File: src/rtl/cond_wait_unit_if.sv
// cond_wait_unit_if: arm request, live conditions and result handshake.
// master drives arm_*/cond/cancel/done_ready; slave (the unit) drives the rest.
interface cond_wait_unit_if #(
  parameter int N_COND = 4,
  parameter int TMO_W  = 16
);
  localparam int IDX_W = (N_COND > 1) ? $clog2(N_COND) : 1;

  logic              arm_valid;
  logic              arm_ready;
  logic [N_COND-1:0] arm_mask;
  logic              arm_all;
  logic [TMO_W-1:0]  arm_timeout;
`ifdef COND_WAIT_EDGE_EN
  logic              arm_edge;
`endif
  logic [N_COND-1:0] cond;
  logic              cancel;
  logic              done_valid;
  logic              done_ready;
  logic [N_COND-1:0] done_hit;
  logic [IDX_W-1:0]  done_which;
  logic              done_timeout;
  logic [TMO_W-1:0]  wait_cycles;
  logic              busy;

  modport master (
`ifdef COND_WAIT_EDGE_EN
    output arm_edge,
`endif
    output arm_valid, arm_mask, arm_all,
    output arm_timeout, cond, cancel,
    output done_ready,
    input  arm_ready, done_valid, done_hit,
    input  done_which, done_timeout,
    input  wait_cycles, busy
  );

  modport slave (
`ifdef COND_WAIT_EDGE_EN
    input  arm_edge,
`endif
    input  arm_valid, arm_mask, arm_all,
    input  arm_timeout, cond, cancel,
    input  done_ready,
    output arm_ready, done_valid, done_hit,
    output done_which, done_timeout,
    output wait_cycles, busy
  );
endinterface

File: src/rtl/cond_wait_unit.sv
// cond_wait_unit: waits for any/all masked conditions or a cycle timeout.
// Ports: clk, rst (async high), bus (slave). `COND_WAIT_EDGE_EN adds arm_edge.
module cond_wait_unit #(
  parameter int N_COND = 4,
  parameter int TMO_W  = 16,
  localparam int IDX_W =
    (N_COND > 1) ? $clog2(N_COND) : 1
) (
  input logic clk,
  input logic rst,
  cond_wait_unit_if.slave bus
);

  typedef enum logic [1:0] {
    IDLE,
    WAIT,
    DONE
  } state_t;

  state_t state_q, state_d;

  logic [N_COND-1:0] mask_q, mask_d;
  logic              all_q, all_d;
  logic [TMO_W-1:0]  tmo_q, tmo_d;
  logic [TMO_W-1:0]  cnt_q, cnt_d;
  logic [N_COND-1:0] hit_q, hit_d;
  logic [IDX_W-1:0]  which_q, which_d;
  logic              dto_q, dto_d;
  logic [TMO_W-1:0]  wcyc_q, wcyc_d;

  logic [N_COND-1:0] live;
  logic              sat;
  logic [TMO_W-1:0]  cnt_inc;
  logic              tmo_hit;

`ifdef COND_WAIT_EDGE_EN
  logic              edge_q, edge_d;
  logic [N_COND-1:0] prev_q, prev_d;
  logic [N_COND-1:0] seen_q, seen_d;
  logic [N_COND-1:0] rise;
`endif

  function automatic logic [IDX_W-1:0] low_idx(
    input logic [N_COND-1:0] v
  );
    low_idx = '0;
    for (int i = N_COND - 1; i >= 0; i--)
      if (v[i]) low_idx = IDX_W'(i);
  endfunction

  // Edge mode: rises accumulate in seen_q so AND
  // completes once every masked bit has risen.
  always_comb begin
`ifdef COND_WAIT_EDGE_EN
    rise = bus.cond & ~prev_q & mask_q;
    live = edge_q ? (seen_q | rise)
                  : (bus.cond & mask_q);
`else
    live = bus.cond & mask_q;
`endif
    sat = all_q ? (live == mask_q) : (|live);
    cnt_inc = (&cnt_q) ? cnt_q
                       : cnt_q + TMO_W'(1);
    tmo_hit = (tmo_q != '0) && (cnt_inc == tmo_q);
  end

  always_comb begin
    state_d = state_q;
    mask_d  = mask_q;
    all_d   = all_q;
    tmo_d   = tmo_q;
    cnt_d   = cnt_q;
    hit_d   = hit_q;
    which_d = which_q;
    dto_d   = dto_q;
    wcyc_d  = wcyc_q;
`ifdef COND_WAIT_EDGE_EN
    edge_d  = edge_q;
    prev_d  = prev_q;
    seen_d  = seen_q;
`endif
    unique case (state_q)
      IDLE: begin
        if (bus.arm_valid) begin
          mask_d = bus.arm_mask;
          all_d  = bus.arm_all;
          tmo_d  = bus.arm_timeout;
          cnt_d  = '0;
`ifdef COND_WAIT_EDGE_EN
          edge_d = bus.arm_edge;
          prev_d = bus.cond;
          seen_d = '0;
`endif
          if (bus.arm_mask == '0) begin
            state_d = DONE;
            hit_d   = '0;
            which_d = '0;
            dto_d   = 1'b1;
            wcyc_d  = '0;
          end else begin
            state_d = WAIT;
          end
        end
      end
      WAIT: begin
`ifdef COND_WAIT_EDGE_EN
        prev_d = bus.cond;
        seen_d = live;
`endif
        if (bus.cancel) begin
          state_d = IDLE;
        end else if (sat) begin
          state_d = DONE;
          hit_d   = live;
          which_d = low_idx(live);
          dto_d   = 1'b0;
          wcyc_d  = cnt_inc;
        end else if (tmo_hit) begin
          state_d = DONE;
          hit_d   = live;
          which_d = low_idx(live);
          dto_d   = 1'b1;
          wcyc_d  = tmo_q;
        end else begin
          cnt_d = cnt_inc;
        end
      end
      DONE: begin
        if (bus.done_ready) state_d = IDLE;
      end
      default: state_d = IDLE;
    endcase
  end

  always_ff @(posedge clk or posedge rst) begin
    if (rst) begin
      state_q <= IDLE;
      mask_q  <= '0;
      all_q   <= 1'b0;
      tmo_q   <= '0;
      cnt_q   <= '0;
      hit_q   <= '0;
      which_q <= '0;
      dto_q   <= 1'b0;
      wcyc_q  <= '0;
`ifdef COND_WAIT_EDGE_EN
      edge_q  <= 1'b0;
      prev_q  <= '0;
      seen_q  <= '0;
`endif
    end else begin
      state_q <= state_d;
      mask_q  <= mask_d;
      all_q   <= all_d;
      tmo_q   <= tmo_d;
      cnt_q   <= cnt_d;
      hit_q   <= hit_d;
      which_q <= which_d;
      dto_q   <= dto_d;
      wcyc_q  <= wcyc_d;
`ifdef COND_WAIT_EDGE_EN
      edge_q  <= edge_d;
      prev_q  <= prev_d;
      seen_q  <= seen_d;
`endif
    end
  end

  assign bus.arm_ready    = (state_q == IDLE);
  assign bus.done_valid   = (state_q == DONE);
  assign bus.busy         = (state_q != IDLE);
  assign bus.done_hit     = hit_q;
  assign bus.done_which   = which_q;
  assign bus.done_timeout = dto_q;
  assign bus.wait_cycles  = wcyc_q;

endmodule

File: src/flat_wrapper.sv
// flat-port wrapper written by rule: the top's interface ports become plain ports
module cond_wait_unit_flat 
#(
  parameter int N_COND = 4,
  parameter int TMO_W  = 16,
  localparam int IDX_W =
    (N_COND > 1) ? $clog2(N_COND) : 1
)
  (clk, rst, bus_arm_valid, bus_arm_mask, bus_arm_all, bus_arm_timeout, bus_cond, bus_cancel, bus_done_ready, bus_arm_ready, bus_done_valid, bus_done_hit, bus_done_which, bus_done_timeout, bus_wait_cycles, bus_busy);
  cond_wait_unit_if #(.N_COND(N_COND), .TMO_W(TMO_W)) bus_i ();
  input logic clk;
  input logic rst;
  input wire logic [$bits(bus_i.arm_valid)-1:0] bus_arm_valid;
  input wire logic [$bits(bus_i.arm_mask)-1:0] bus_arm_mask;
  input wire logic [$bits(bus_i.arm_all)-1:0] bus_arm_all;
  input wire logic [$bits(bus_i.arm_timeout)-1:0] bus_arm_timeout;
  input wire logic [$bits(bus_i.cond)-1:0] bus_cond;
  input wire logic [$bits(bus_i.cancel)-1:0] bus_cancel;
  input wire logic [$bits(bus_i.done_ready)-1:0] bus_done_ready;
  output wire logic [$bits(bus_i.arm_ready)-1:0] bus_arm_ready;
  output wire logic [$bits(bus_i.done_valid)-1:0] bus_done_valid;
  output wire logic [$bits(bus_i.done_hit)-1:0] bus_done_hit;
  output wire logic [$bits(bus_i.done_which)-1:0] bus_done_which;
  output wire logic [$bits(bus_i.done_timeout)-1:0] bus_done_timeout;
  output wire logic [$bits(bus_i.wait_cycles)-1:0] bus_wait_cycles;
  output wire logic [$bits(bus_i.busy)-1:0] bus_busy;
  assign bus_i.arm_valid = bus_arm_valid;
  assign bus_i.arm_mask = bus_arm_mask;
  assign bus_i.arm_all = bus_arm_all;
  assign bus_i.arm_timeout = bus_arm_timeout;
  assign bus_i.cond = bus_cond;
  assign bus_i.cancel = bus_cancel;
  assign bus_i.done_ready = bus_done_ready;
  assign bus_arm_ready = bus_i.arm_ready;
  assign bus_done_valid = bus_i.done_valid;
  assign bus_done_hit = bus_i.done_hit;
  assign bus_done_which = bus_i.done_which;
  assign bus_done_timeout = bus_i.done_timeout;
  assign bus_wait_cycles = bus_i.wait_cycles;
  assign bus_busy = bus_i.busy;
  cond_wait_unit #(.N_COND(N_COND), .TMO_W(TMO_W)) u_core (.clk(clk), .rst(rst), .bus(bus_i));
endmodule
File: config.mk
export PLATFORM = sky130hd
export DESIGN_NAME = cond_wait_unit_flat
export DESIGN_NICKNAME = d
export VERILOG_FILES = /design/src/rtl/cond_wait_unit_if.sv /design/src/rtl/cond_wait_unit.sv /design/src/flat_wrapper.sv
export SDC_FILE = /design/constraint.sdc
export NUM_CORES = 1
export LEC_CHECK = 0
export CORE_UTILIZATION = 40
export CTS_CLUSTER_DIAMETER = 40
export DETAILED_ROUTE_END_ITERATION = 7
export GPL_TIMING_DRIVEN = 0
export HOLD_SLACK_MARGIN = 0.06
export PLACE_DENSITY = 0.68
export SYNTH_ARGS = -nofsm -noshare
export SYNTH_HDL_FRONTEND = slang
export SYNTH_SLANG_ARGS = --single-unit
File: constraint.sdc
create_clock -name clk -period 4.6 [get_ports clk]
set_clock_uncertainty 0.1 [all_clocks]
set_input_delay 0.92 -clock clk [delete_from_list [all_inputs] [get_ports clk]]
set_output_delay 0.92 -clock clk [all_outputs]
set_load 0.05 [all_outputs]
; ---- Word-level counts from Yosys, hierarchy flattened
; Index checks and enable logic that the tools add are counted.
[word_totals]
output_inout_bits = 26
wordCells = 77
in_bits = 30
reg_bits = 62
[classes]
eq_ne = 12
n_addsub = 1
bitwise_logic = 1
muxes = 42
n_reduce_logical = 12
[ops]
columns = operator, count
row1 = $mux W16, 10
row2 = $pmux W16 S2, 2
row3 = $mux W2, 15
row4 = $mux W4, 5
row5 = $add A16 B1 Y16 const B, 1
row6 = $eq A16 B16 Y1, 1
row7 = $reduce_and A16 Y1, 1
row8 = $reduce_bool A16 Y1, 1
row9 = $ne A2 B2 Y1 const B, 5
row10 = $reduce_and A5 Y1, 2
row11 = $pmux W4 S2, 1
row12 = $mux W1, 6
row13 = $pmux W2 S3, 1
row14 = $and A4 B4 Y4, 1
row15 = $eq A4 B4 Y1, 1
row16 = $logic_not A4 Y1, 1
row17 = $ne A4 B2 Y1 const B, 1
row18 = $pmux W2 S2, 1
row19 = $reduce_bool A2 Y1, 2
row20 = $reduce_or A4 Y1, 1
row21 = $ne A3 B1 Y1 const B, 1
row22 = $reduce_and A3 Y1, 1
row23 = $eq A2 B1 Y1 const B, 1
row24 = $eq A2 B2 Y1 const B, 1
row25 = other kinds (5), 5

; ---- Longest topological paths before layout
[logic_depth]
depth_word = 9
ltp_mapped = 12
ltp_nobuf = 10

; ---- Least setup slack after synthesis
; No wires, ideal clock.
[synth_timing]
kind = register to register
from = register u_core.cnt_q[1]
to = register u_core.cnt_q[0]
stages_incl_launch_ff = 11
path_slack_ns = 1.458
setup_time_ns = 0.121
period_less_slack_ns = 3.142
path_buffers = 0
arrival_time_ns = 2.921
cell_sequence = dfrtp_1 -> ha_1 -> nand4_2 -> nor4_1 -> mux2_2 -> a2111oi_2 -> o2111ai_1 -> nor4_2 -> nor2_2 -> a21o_1 -> a22o_1
[synth_between]
elab_chain_len = 6
elab_cells_between_ends = 11
classes_between = add/sub: 1 / eq/ne: 2 / mux: 5 / reduce/logical: 3
[synth_lines]
columns = item, line_no
row1 = start: declaration, cond_wait_unit.sv:25  ; logic [TMO_W-1:0] cnt_q, cnt_d;
row2 = start signal: assignment, cond_wait_unit.sv:156  ; cnt_q <= cnt_d;
row3 = $add A16 B1 Y16 or $reduce_and A16 Y1 (tied branches), "cond_wait_unit.sv:63, cond_wait_unit.sv:62"
row4 = $mux W16 *, cond_wait_unit.sv:62  ; cnt_inc = (&cnt_q) ? cnt_q
row5 = $eq A16 B16 Y1 or $mux W16 (tied branches), "cond_wait_unit.sv:64, cond_wait_unit.sv:118"
row6 = $logic_and A1 B1 Y1 or $mux W16 (tied branches), "cond_wait_unit.sv:64, cond_wait_unit.sv:112"
row7 = $ne A2 B2 Y1 (no line) or $mux W16 (tied branches), -
row8 = $reduce_and A5 Y1 (no line) or $pmux W16 S2 (tied branches), -
; Mark *: on every way between the ends. The rest lies on a longest branch, timed or not. The select of a mux whose other input is x is not followed.
; A chain may end at the register's enable or synchronous reset.

; ---- Worst setup path after layout
[layout_timing]
from = register u_core.cnt_q[1]
to = register u_core.cnt_q[4]
; The elaborated chain is that of the path after synthesis.

==> summary.txt <==
Timing
  – Final Cycle Share: 82.3%
  – Setup TNS: 0 ns
  – Post-layout min period: 3.79 ns
  – Worst setup margin: just over 0.8 ns
  – Worst slew margin: a little under half
  – Final Max Slew Viols: 0
  – Slew @ Worst Pin: between 0.7 and 0.8 ns
  – Final hold vios: 0
  – RSZ-0062 raised after global routing: false
  – Setup violators final: 0
  – Highest clock rate: ~260 MHz

Clock tree
  – H-tree Lvls: 3
  – Post-cts sizing count: 0
  – Clk root buf: clkbuf_8
  – CTS buffer count: 9
  – Clk sink count: just over 60
  – Clock Latency Late Sink: ~0.34 ns
  – TritonCTS clock tree: done
  – Cts hold-fix bufs: 0
  – CTS max path bufs: 2
  – Worst-path clk slew: 0.07 ns
  – Setup bufs post-CTS: 0

Yosys
  – Seq cells post-synth: 62
  – Post-synth top area share: around two fifths
  – Synth cell types: 59
  – Sequential share of the synthesized area: 41.7%
  – Syn avg cell area: a little over 10 µm²
  – Synth Instances: about 360
  – Prevailing post-synth register cell: dfrtp_1
  – Synth async-reset ratio: 100%
  – Synth Warn #: 0
  – EDFF count, synth: 0
  – Top post-synthesis cells by area: dfrtp_1, o2bb2ai_2, mux2_2
  – Syn_nets: just under 400
  – Post-synth top area cell: dfrtp_1
  – Area of the mapped netlist: approximately 3700 µm²

Drt
  – WL per Instance: between 15 and 20 µm
  – DRT met1 WL: 4390 µm
  – DR WL met2: 4740 µm
  – Top Metal Used: met4
  – Total length of routed wires: just under 10000 µm
  – DRT antenna net count: 0
  – Routed wl met3: between 500 and 600 µm
  – DRC viols: 0
  – Drt pass-1 iters: 4
  – Initial DRC Count: ~150
  – DR vias/cell: between 5 and 6
  – DR vias: between 3000 and 4000

Pwr
  – Pwr/cell area: ~620 nW/µm²
  – Internal power: 0.00166 W
  – Switch Pwr: 0.00125 W
  – Clock power frac: 21.0%
  – Worst vdd ir: between 0.5 and 0.6 mV
  – Leakage power: just under 2 nW
  – Sw frac: between 40% and 50%
  – Register share of total power: between 30% and 40%
  – Share of power burned in combinational logic: roughly 48%

Layout
  – Post-route cell area: between 4000 and 5000 µm²
  – Most frequent cells in the layout: dfrtp_1, clkdlybuf4s50_1, nand2_1, a21oi_1, mux2_2
  – Share of layout cells above drive strength 1: a little under a fifth
  – Seq. cell area: approximately 1600 µm²
  – Final Instance Count excl. Fillers: 541
  – Final net count: between 400 and 500
  – Growth of design area from synthesis to finish: 25.8%
  – Diodes inserted: 0
  – FILL cells: between 800 and 900
  – Multi-input gate area: between 1500 and 2000 µm²
  – Most common cell after layout, fill and taps aside: dfrtp_1

Place
  – DP Wirelength: roughly 7400 µm
  – Dpl cells: about 530
  – Post-place instance area: 4430 µm²
  – # port buffers: between 50 and 60
  – Gpl congestion: 0.941
  – Pre-CTS setup slack: 0.854 ns

Floorplanning
  – Area of the core: 8850 µm²
  – Row count: 34
  – Boundary pin count: 56
  – Initial Util: roughly 42%
  – Die ar.: ~9700 µm²
  – Die Span Y: roughly 98 µm
  – Die width: about 98 µm

Global route
  – Grt ovf: 0
  – Antenna violations before repair: 0
  – First-pass GRT wire length: ~16000 µm
  – GRT Total Usage: approximately 22%
  – Vias in the first global route: around 3200
  – Largest net degree at the start of global routing: 43

Flow run
  – Number of max-cap violations: 0

Status
  – Status: complete, no violations

Worst setup path
  – Crit path max fanout: 10
  – Critical path launch point: u_core.cnt_q[1]
  – Setup crit start kind: flop
  – CP Data Required Time: 4.79 ns
  – Reg2reg start: u_core.cnt_q[1]
  – CP endpoint kind: flop
  – Worst setup path class: reg -> reg
  – CP Data Arrival Time: a little under 4 ns

Worst hold path
  – Hold_sp: u_core.bus.done_which[0]
  – Hold/Removal Path Class: reg -> reg
==> final timing paths <==
check	to	slack, ns	cells after the start
max in group asynchronous	u_core.cnt_q[12]	3.01	3
worst max-delay path	u_core.cnt_q[4]	0.81	10
worst min register to register	u_core.bus.done_which[0]	0.38	1
worst min-delay path	u_core.bus.done_which[0]	0.38	1
worst max register to register	u_core.cnt_q[4]	0.81	10
min in group asynchronous	u_core.bus.wait_cycles[2]	0.80	2
==> registers in the layout, summed over array words and instances (netlist names) <==
signal,cells
u_core.bus.done_which,2
u_core.bus.done_timeout,1
u_core.cnt_q,16
u_core.state_q,2
u_core.bus.done_hit,4
u_core.tmo_q,16
u_core.mask_q,4
u_core.bus.wait_cycles,16
u_core.all_q,1
==> cell type report <==
cell class,instances,area share [%]
Multi-Input combinational cell,261,42.3
Sequential cell,62,33.1
Timing Repair Buffer,56,12.2
Clock buffer,10,2.94
Buffer,24,2.91
Tap cell,108,2.89
Clock inverter,6,2.48
Inverter,14,1.12
==> cells by family after synthesis <==
group | count (synthesis) | synth area share [%]
adders and majority gates | 1 | 0.336
buffers and inverters | 38 | 5.07
and+or+nand+nor | 118 | 18.7
AOI/OAI and AO/OA | 95 | 21.6
DFF | 62 | 41.7
xor gates and xnor gates | 19 | 4.47
muxes | 28 | 8.13
==> Yosys cell counts (all sizes together) (2+ instances only) <==
master,count
a211o,2
a211oi,2
a21o,3
a21oi,22
a22o,8
a2bb2o,4
and2,3
and3,6
and4,3
buf,14
clkbuf,10
dfrtp,62
inv,14
mux2,18
mux2i,10
nand2,28
nand2b,4
nand3,7
nand4,13
nor2,17
nor3,12
nor3b,2
nor4,17
o2111ai,2
o211ai,2
o21ai,16
o22ai,5
o2bb2ai,18
o31ai,2
or3,2
xnor2,15
xor2,4
==> metrics by stage <==
stage	hold WS, ns	utilization, %	total power, W
floorplan	0.397	-	0.00188
global placement	0.362	49.8	0.00229
detailed placement	0.374	50.1	0.00231
CTS	0.391	52.9	0.00293
global route	0.411	52.9	0.00307
finish	0.382	52.9	0.00292
==> critical path, stage by stage, from the launching register on <==
cell	delay, ns
dfrtp_1	0.47
ha_1	0.31
nand4_2	0.35
nor4_1	0.38
mux2_2	0.39
a2111oi_2	0.35
o2111ai_1	0.26
nor2_1	0.25
a21o_1	0.36
buf_2	0.32
o22a_1	0.19
==> per-layer routing <==
metal / vias to the layer above / track usage [%]
met5: - / 0
met4: 0 / 6.43
met3: 12 / 4.54
met2: 108 / 35.3
met1: 1542 / 28.7
li1: 1478 / -
==> power by group through the flow <==
stage               registers (W)  logic (W)  clock network [W]
floorplan                 0.00109   0.000788                  0
global placement         0.000915    0.00138                  0
detailed placement       0.000918    0.00139                  0
CTS                      0.000910    0.00140           0.000621
global route             0.000935    0.00149           0.000647
finish                   0.000911    0.00139           0.000612
Power figures use the tool's default switching activity.
